===== config.mk =====
export PLATFORM = sky130hd
export DESIGN_NAME = tree_lru_ctrl
export DESIGN_NICKNAME = d
export VERILOG_FILES = /design/src/rtl/tree_lru_pkg.sv /design/src/rtl/tree_lru_ctrl_plru_tree_logic.sv /design/src/rtl/tree_lru_ctrl.sv
export SDC_FILE = /design/constraint.sdc
export NUM_CORES = 2
export LEC_CHECK = 0
export ABC_AREA = 1
export ABC_CLOCK_PERIOD_IN_PS = 3560
export CAP_MARGIN = 5
export CORE_UTILIZATION = 35
export DETAILED_ROUTE_END_ITERATION = 6
export GPL_TIMING_DRIVEN = 1
export SYNTH_ARGS = -nofsm -noshare
export SYNTH_HDL_FRONTEND = slang
export SYNTH_SLANG_ARGS = --single-unit

===== constraint.sdc =====
create_clock -name clk -period 3.56 [get_ports clk]
set_input_delay 0.712 -clock clk [delete_from_list [all_inputs] [get_ports clk]]
set_output_delay 0.712 -clock clk [all_outputs]
set_load 0.005 [all_outputs]

===== src/rtl/tree_lru_pkg.sv =====
// Shared definitions for the 8-way tree pseudo-LRU controller:
// tree geometry and FSM state encoding.
package tree_lru_pkg;

  localparam int unsigned TREE_BITS = 7;
  localparam int unsigned LEVELS    = 3;

  typedef logic [1:0] state_t;

  localparam state_t IDLE  = 2'd0;
  localparam state_t UPD   = 2'd1;
  localparam state_t RESP  = 2'd2;
  localparam state_t FLUSH = 2'd3;

endpackage


===== src/rtl/tree_lru_ctrl_plru_tree_logic.sv =====
// Combinational 8-way tree PLRU: victim walk from the root and
// touch update that points every node on the path away from the accessed way.
module plru_tree_logic
  import tree_lru_pkg::*;
(
  input  logic [TREE_BITS-1:0] tree_i,
  input  logic [LEVELS-1:0]    way_i,
  output logic [LEVELS-1:0]    victim_o,
  output logic [TREE_BITS-1:0] tree_o
);

  logic [2:0] vn1, vn2, un1, un2;

  // Victim and update are kept in separate blocks: the parent feeds
  // victim_o back into way_i for victim requests.
  always_comb begin
    vn1         = 3'd1 + {2'b00, tree_i[0]};
    vn2         = 3'd3 + {1'b0, tree_i[0], tree_i[vn1]};
    victim_o[2] = tree_i[0];
    victim_o[1] = tree_i[vn1];
    victim_o[0] = tree_i[vn2];
  end

  always_comb begin
    un1         = 3'd1 + {2'b00, way_i[2]};
    un2         = 3'd3 + {1'b0, way_i[2:1]};
    tree_o      = tree_i;
    tree_o[0]   = ~way_i[2];
    tree_o[un1] = ~way_i[1];
    tree_o[un2] = ~way_i[0];
  end

endmodule


===== src/rtl/tree_lru_ctrl.sv =====
// Tree-PLRU replacement controller: per-set tree array, hit/victim request
// arbitration, victim response channel and a sequential whole-array flush.
module tree_lru_ctrl
  import tree_lru_pkg::*;
#(
  parameter int SET_W = 7,
  parameter int WAY_W = 3
) (
  input  logic             clk,
  input  logic             rst,
  input  logic             i_hit_valid,
  output logic             o_hit_ready,
  input  logic [SET_W-1:0] i_hit_set,
  input  logic [WAY_W-1:0] i_hit_way,
  input  logic             i_vic_valid,
  output logic             o_vic_ready,
  input  logic [SET_W-1:0] i_vic_set,
  output logic             o_vic_resp_valid,
  input  logic             i_vic_resp_ready,
  output logic [WAY_W-1:0] o_vic_way,
  input  logic             i_flush,
  output logic             o_flush_busy,
  output logic             o_busy
);

  localparam int unsigned NSETS = 2 ** SET_W;

  logic [TREE_BITS-1:0] tree_q [NSETS];

  state_t           state_q, state_d;
  logic             rr_q, rr_d;
  logic             pend_q, pend_d;
  logic             vic_q, vic_d;
  logic [SET_W-1:0] set_q, set_d;
  logic [SET_W-1:0] fcnt_q, fcnt_d;
  logic [WAY_W-1:0] way_q, way_d;
  logic [WAY_W-1:0] vway_q, vway_d;

  logic                 wr_en;
  logic [SET_W-1:0]     wr_idx;
  logic [TREE_BITS-1:0] wr_data;
  logic [TREE_BITS-1:0] upd_tree;
  logic [WAY_W-1:0]     victim, upd_way;
  logic                 can_grant, gnt_vic, hs_hit, hs_vic;

  // rr_q=1 prefers the victim channel when both requesters are valid.
  assign can_grant   = (state_q == IDLE) & ~(pend_q | i_flush);
  assign gnt_vic     = i_vic_valid & (~i_hit_valid | rr_q);
  assign o_hit_ready = can_grant & i_hit_valid & ~gnt_vic;
  assign o_vic_ready = can_grant & gnt_vic;
  assign hs_hit      = i_hit_valid & o_hit_ready;
  assign hs_vic      = i_vic_valid & o_vic_ready;

  assign upd_way          = vic_q ? victim : way_q;
  assign o_vic_way        = vway_q;
  assign o_vic_resp_valid = (state_q == RESP);
  assign o_flush_busy     = (state_q == FLUSH);
  assign o_busy           = (state_q != IDLE);

  plru_tree_logic u_plru (
    .tree_i   (tree_q[set_q]),
    .way_i    (upd_way),
    .victim_o (victim),
    .tree_o   (upd_tree)
  );

  always_comb begin
    state_d = state_q;
    rr_d    = rr_q;
    pend_d  = pend_q;
    vic_d   = vic_q;
    set_d   = set_q;
    fcnt_d  = fcnt_q;
    way_d   = way_q;
    vway_d  = vway_q;
    wr_en   = 1'b0;
    wr_idx  = set_q;
    wr_data = upd_tree;
    case (state_q)
      IDLE: begin
        if (pend_q | i_flush) begin
          state_d = FLUSH;
          pend_d  = 1'b0;
          fcnt_d  = '0;
        end else if (hs_hit | hs_vic) begin
          state_d = UPD;
          vic_d   = hs_vic;
          set_d   = hs_vic ? i_vic_set : i_hit_set;
          way_d   = hs_hit ? i_hit_way : '0;
          if (i_hit_valid & i_vic_valid) rr_d = hs_hit;
        end
      end
      UPD: begin
        pend_d = pend_q | i_flush;
        wr_en  = 1'b1;
        if (vic_q) begin
          vway_d  = victim;
          state_d = RESP;
        end else begin
          state_d = IDLE;
        end
      end
      RESP: begin
        pend_d = pend_q | i_flush;
        if (i_vic_resp_ready) state_d = IDLE;
      end
      FLUSH: begin
        wr_en   = 1'b1;
        wr_idx  = fcnt_q;
        wr_data = '0;
        fcnt_d  = fcnt_q + 1'b1;
        if (fcnt_q == '1) state_d = IDLE;
      end
      default: state_d = IDLE;
    endcase
  end

  always_ff @(posedge clk or negedge rst) begin
    if (!rst) begin
      for (int unsigned i = 0; i < NSETS; i++) tree_q[i] <= '0;
    end else if (wr_en) begin
      tree_q[wr_idx] <= wr_data;
    end
  end

  always_ff @(posedge clk or negedge rst) begin
    if (!rst) begin
      state_q <= IDLE;
      rr_q    <= 1'b0;
      pend_q  <= 1'b0;
      vic_q   <= 1'b0;
      set_q   <= '0;
      fcnt_q  <= '0;
      way_q   <= '0;
      vway_q  <= '0;
    end else begin
      state_q <= state_d;
      rr_q    <= rr_d;
      pend_q  <= pend_d;
      vic_q   <= vic_d;
      set_q   <= set_d;
      fcnt_q  <= fcnt_d;
      way_q   <= way_d;
      vway_q  <= vway_d;
    end
  end

endmodule


After elaboration in Yosys (flattened, before gate mapping):

Index checks and enable logic that the tools add are counted.

* register bits: 921
* word-level logic and storage cells: 224
* input port bits: 23
* output and inout bits: 8

* multiplexer cells: 32
* $add $sub $neg: 5
* equal/unequal tests: 8
* bitwise operators: 19
* order comparisons: 9
* reduce and logical (&&, ||, !) cells: 15

Operators by type and width (count)
* bitwise mux 896 bit: 1
* binary-select mux 7 bit (select 7 bit): 1
* demux 7 bit (select 7 bit): 1
* 2-to-1 mux 7 bit: 7
* >= comparator 8 bit, second input constant: 2
* less-than comparator 3 x 4 -> 1 bit, second input constant: 4
* inverter 7 -> 8 bit: 2
* bitwise mux 7 bit: 2
* one-hot mux 7 bit (2 select lines): 1
* 2-to-1 mux 2 bit: 5
* AND 1 bit: 8
* less-than comparator 8 x 1 -> 1 bit, second input constant: 1
* one-hot mux 2 bit (4 select lines): 1
* adder 7 x 1 -> 7 bit, second input constant: 1
* == test 7 bit, second input constant: 1
* adder 2 x 2 -> 3 bit, first input constant: 2
* binary-select mux 1 bit (select 3 bit): 2
* demux 1 bit (select 3 bit): 2
* >= comparator 3 x 1 -> 1 bit, second input constant: 2
* 2-to-1 mux 1 bit: 6
* 2-to-1 mux 3 bit: 2
* != test 2 x 1 -> 1 bit, second input constant: 3
* inverter 1 bit: 6
* AND reduction 2 bit: 3
* other kinds (12): 22

Depth between registers and ports, before layout:

* depth in word-level cells: 20
* gate-level depth with buffers: 26

Cells and area by module:

A second synthesis with hierarchy kept.

* cell total of the unflattened synthesis: 5381
* area, all modules: 43093.8 sq um

By module, submodules not included
* tree_lru_ctrl: cells each 5343, times used 1, area each 42898.6 sq um
* plru_tree_logic: cells each 38, times used 1, area each 195.2 sq um

Worst setup path after synthesis:

No wires, ideal clock.

* kind: register to register
* start: register state_q[0]
* end: register tree_q[610] (netlist name)
* library setup time: 131 ps
* clock period less this slack: 2688 ps
* required time: 3429 ps
* path slack: 872 ps
* arrival: 2557 ps
* cell stages (with the launch flop): 15
* cells stage by stage: dfrtp_1 > ha_1 > clkbuf_1 > buf_1 > nand2_1 > o21ai_0 > inv_1 > nor2_1 > inv_1 > nor2_1 > inv_1 > nor3_1 > clkinv_1 > nand2_1 > o21ai_0

* word-level cells in the longest chain between the ends: 8
* elaborated cells on any way between the ends: 13
* classes of those cells: 2 x order compare; 2 x eq/ne; 6 x mux; 1 x bitwise; 2 x reduce/logical

Ends and longest elaborated chain
* start: declaration: RTL line tree_lru_ctrl.sv:30 `state_t state_q, state_d;`
* start signal: assignment: RTL line tree_lru_ctrl.sv:137 `state_q <= state_d;`
* == test 2 bit *
* via o_flush_busy: RTL line tree_lru_ctrl.sv:22 `output logic o_flush_busy,`
* 2-to-1 mux 7 bit: RTL line tree_lru_ctrl.sv:79 `case (state_q)`
* inverter 7 -> 8 bit (not written as such): RTL line tree_lru_ctrl.sv:122 `tree_q[wr_idx] <= wr_data;`
* >= comparator 8 bit (not written as such) / less-than comparator 8 x 1 -> 1 bit (equally long branches): RTL line tree_lru_ctrl.sv:122
* logical AND 1 bit (not written as such): RTL line tree_lru_ctrl.sv:122
* 2-to-1 mux 7 bit (not written as such): RTL line tree_lru_ctrl.sv:122
* demux 7 bit (select 7 bit): RTL line tree_lru_ctrl.sv:122
* bitwise mux 896 bit: RTL line tree_lru_ctrl.sv:122
* end signal: indexed assignment: RTL line tree_lru_ctrl.sv:122
* end: declaration: RTL line tree_lru_ctrl.sv:28 `logic [TREE_BITS-1:0] tree_q [NSETS];`

The timed path passes the listed nets; every way through them passes the cells marked *.
A chain may end at the register's enable or synchronous reset.

Worst setup path after layout:

* start: register set_q[0]
* end: register tree_q[339] (netlist name)

* word-level cells in the longest chain between the ends: 16
* elaborated cells on any way between the ends: 36
* classes of those cells: 4 x add/sub; 6 x order compare; 19 x mux; 4 x bitwise; 3 x reduce/logical

Ends and longest elaborated chain
* start: declaration: RTL line tree_lru_ctrl.sv:34 `logic [SET_W-1:0] set_q, set_d;`
* start signal: assignment: RTL line tree_lru_ctrl.sv:141 `set_q <= set_d;`
* inverter 7 -> 8 bit (not written as such): RTL line tree_lru_ctrl.sv:61 `.tree_i (tree_q[set_q]),`
* binary-select mux 7 bit (select 7 bit): RTL line tree_lru_ctrl.sv:61
* 2-to-1 mux 7 bit (not written as such) (2 in series): RTL line tree_lru_ctrl.sv:61
* adder 1 x 1 -> 2 bit: RTL line tree_lru_ctrl_plru_tree_logic.sv:17 `vn1 = 3'd1 + {2'b00, tree_i[0]};`
* binary-select mux 1 bit (select 3 bit): RTL line tree_lru_ctrl_plru_tree_logic.sv:18, tree_lru_ctrl_plru_tree_logic.sv:20
* 2-to-1 mux 1 bit (not written as such): RTL line tree_lru_ctrl_plru_tree_logic.sv:18, tree_lru_ctrl_plru_tree_logic.sv:20
* 2-to-1 mux 3 bit: RTL line tree_lru_ctrl.sv:54 `assign upd_way = vic_q ? victim : way_q;`
* adder 2 x 2 -> 3 bit: RTL line tree_lru_ctrl_plru_tree_logic.sv:26 `un2 = 3'd3 + {1'b0, way_i[2:1]};`
* less-than comparator 3 x 4 -> 1 bit (not written as such) / >= comparator 3 x 1 -> 1 bit (equally long branches): RTL line tree_lru_ctrl_plru_tree_logic.sv:30 `tree_o[un2] = ~way_i[0];`
* logical AND 1 bit (not written as such): RTL line tree_lru_ctrl_plru_tree_logic.sv:30
* 2-to-1 mux 1 bit (not written as such): RTL line tree_lru_ctrl_plru_tree_logic.sv:30
* demux 1 bit (select 3 bit)
* bitwise mux 7 bit: RTL line tree_lru_ctrl_plru_tree_logic.sv:30
* 2-to-1 mux 7 bit: RTL line tree_lru_ctrl.sv:79
* bitwise mux 896 bit *: RTL line tree_lru_ctrl.sv:122

Every way passes the cells marked *; elsewhere a longest branch is shown, timed or not. The select of a mux whose other input is x is not followed.

==> results.md <==
* Unrepaired setup endpoints after global routing: true
* Synthesis Warnings at 0
* Final GP Congestion at 0.939
* H-tree Lvls at 3
* Core Util, Final at 44.2%
* Largest net degree at the start of global routing at 97
* Synthesized area at about 45000 um^2
* DR WL/cell at 21.4 um
* Multi-input logic area at a little under 20000 um^2
* Die W at approximately 360 um
* Syn nets at 5925
* Yosys top cell by area: dfrtp_1
* Worst Slack Setup Final at -0.0237 ns
* Seq/Total Area, Yosys at between 50% and 60%
* Final setup viols at 9
* Die ar. at between 100000 and 150000 um^2
* Vert. Die Dim at ~360 um
* Via density at ~5.5
* Port Buffers at 30
* Starting Density at a little over a third
* Worst-path clk slew at 0.06 ns
* Slew Viols, Final at 0
* Ys async rst share at 100%
* R2R setup slack at -0.02 ns
* DP Wirelength at roughly 100000 um
* Measured slew at the worst slew-check pin at between 0.8 and 0.9 ns
* Antenna Cells at 0
* Worst Reg-to-Reg Cells at 25
* Layout cell share with drive strength beyond 1 at 13.4%
* Worst EP required at 4.20 ns
* Boundary Pins at 31
* Final nets at between 6000 and 7000
* Global-route wire length before repair at around 250000 um
* Clock Latency Late Sink at ~0.71 ns
* Clock buffer depth at 3
* R2R Path Start: set_q[0]$_DFFE_PN0P_
* Worst Path Arrival at ~4.2 ns
* Worst rel slew slack at between 40 and 50%
* Clock buffer count from CTS at 101
* Routed WL at approximately 170000 um
* Most frequent cell after synthesis: nand2_1
* Fin. Hold Viols at 0
* Vias post-DR at 43357
* Fill count at 12422
* Status: finished, violations left
* Max-Cap Viols at 0
* Antenna violations before repair at 1
* CTS tree: yes
* Pwr dens at roughly 1200 nW/um^2
* DR pass1 iterations at 6
* Remaining antenna violation count at 0
* Fmax at 279 MHz
* Critical Path Start Type: register
* Total global routing overflow at 0
* Drt initial violations at roughly 5600
* Min-Delay Path Class: register to register
* Failing checks: negative setup slack
* Critical Path Sink Type: register
* Post-synth top cells: nand2_1 (2270), nand3_1 (1125), dfrtp_1 (921)
* Final Cycle Share at 101%
* Register area at approximately 23000 um^2
* Core area at 126000 um^2
* Gr usage total at 24.4%
* CP max FO at 11
* Yosys top cell area share at 51.7%
* Pleak at ~0.027 uW
* Hold path cells at 2
* Synth-to-layout area growth at 24.9%
* # rows at 130
* Synth Flop Type: dfrtp_1
* Hold Path Origin: tree_q[185]$_DFFE_PN0P_
* Critical path type: register to register
* Reg-to-Reg End: tree_q[339]$_DFFE_PN0P_
* Min-Delay Endpoint: tree_q[185]$_DFFE_PN0P_
* Setup Skew at around 0.037 ns
* DRC Markers at 0
* Clk sink count at 921
* Syn Area/Cell at roughly 7.6 um^2
* Synth area leaders: dfrtp_1 (52%), nand2_1 (19%), nand3_1 (13%)
* Yosys cell types at 32
* Synthesis-stage register bit count at just over 900
* Post-synth EDFFs at 0
* Peak supply drop at 0.00114 V
* Tmin final at 3.58 ns
* Vias in the first global route at approximately 40000
* Synth Instances at 5897
* Root Buffer: clkbuf_16
* Setup TNS at -0.0926 ns
-- cells by family (layout without fill, tap and decap cells) --
kind of cell	after synthesis	count (layout)	share of synthesized area (%)
buffers and inverters	581	896	5.76
AND/OR/NAND/NOR	3742	3742	34.8
flip-flops	921	921	51.7
adder cells (fa/ha/maj)	5	5	0.140
multiplexers	1	1	0.0253
AO/OA/AOI/OAI	647	647	7.62
-- through the flow --
stage	power, uW	instances	worst slack, ns	area (um^2)	hold slack (ns)
6_report	67100	7862	-0.0237	55700	0.472
4_1_cts	61000	7779	0.0000191	53500	0.475
3_3_place_gp	48100	7574	-0.0606	49400	0.457
3_5_place_dp	48300	7574	-0.0706	49400	0.460
2_1_floorplan	31800	5897	0.872	44600	0.416
5_1_grt	69800	7862	-0.0942	55700	0.494
-- metal layers --
metal  track usage, %  share of wire [%]
met5                0                  0
met4             9.14                3.4
met3             4.11                9.7
met2             37.6                 45
met1             34.3                 42
-- report_power, final --
| part | leakage (uW) | switching [uW] | total, uW | internal, uW |
|---|---|---|---|---|
| Clock | 0.00182 | 4620 | 11600 | 7000 |
| Combinational | 0.0123 | 24800 | 39500 | 14700 |
| Sequential | 0.0127 | 2090 | 16000 | 13900 |
| Total | 0.0268 | 31500 | 67100 | 35600 |
-- state kept, by name, indices dropped and copies added (netlist names) --
name,count
tree_q,896
fcnt_q,7
set_q,7
o_vic_way,3
way_q,3
state_q,2
pend_q,1
rr_q,1
vic_q,1
-- area by class of cell --
type | count | area share (%)
Inverter | 219 | 1.58
Clock inverter | 47 | 1.18
Clock buffer | 144 | 5.43
Tap cell | 1650 | 3.71
Timing Repair Buffer | 484 | 11.2
Multi-Input combinational cell | 4395 | 35.4
Timing Repair inverter | 2 | 0.0494
Sequential cell | 921 | 41.4
-- worst max-delay path: stages, from the launching register on --
cell,delay (ns)
dfrtp_4,0.51
buf_12,0.17
buf_12,0.15
buf_4,0.15
clkbuf_16,0.16
nand2_1,0.06
nand3_1,0.08
nand3_1,0.10
nand3_1,0.15
nand2_2,0.15
nand2_1,0.07
nand3_2,0.10
nand3_2,0.10
nand2_2,0.09
nand2_2,0.07
nand2_2,0.08
nand2_1,0.06
o21ai_2,0.13
nand2_1,0.12
buf_6,0.14
a21oi_4,0.18
buf_12,0.15
buf_16,0.18
clkbuf_16,0.19
nand3_1,0.09
nand2_1,0.08
-- cells in the final DEF, fill, tap and decap left out, types with 60 or more instances in the layout --
| cell | count |
|---|---|
| dfrtp_1 | 917 |
| o21ai_1 | 65 |
| nor2_1 | 312 |
| buf_4 | 256 |
| clkinv_1 | 85 |
| clkbuf_16 | 139 |
| nand2_1 | 2237 |
| nand3_2 | 61 |
| buf_12 | 113 |
| o21ai_0 | 473 |
| o22ai_1 | 60 |
| nand3_1 | 1047 |
| inv_1 | 78 |
-- how the worst max path moves through the flow --
stage	start	endpoint	slack (ns)	cells after the start
finish	set_q[0]$_DFFE_PN0P_	tree_q[339]$_DFFE_PN0P_	-0.02	25
global route	set_q[0]$_DFFE_PN0P_	tree_q[395]$_DFFE_PN0P_	-0.09	25
CTS	set_q[0]$_DFFE_PN0P_	tree_q[542]$_DFFE_PN0P_	0.00002	23
detailed placement	set_q[1]$_DFFE_PN0P_	tree_q[298]$_DFFE_PN0P_	-0.07	21
global placement	set_q[1]$_DFFE_PN0P_	tree_q[844]$_DFFE_PN0P_	-0.06	21
floorplan	state_q[0]$_DFFE_PN0P_	tree_q[610]$_DFFE_PN0P_	0.87	14
-- timing repair --
item,in CTS,in global routing
gates resized for setup,33,214
endpoints found under the hold margin,2,0
hold buffers,1,0
gates cloned,5,38
setup buffers,8,48
setup endpoints to repair,266,769
pin swaps,2,33
(Power assumes the default switching activity.)
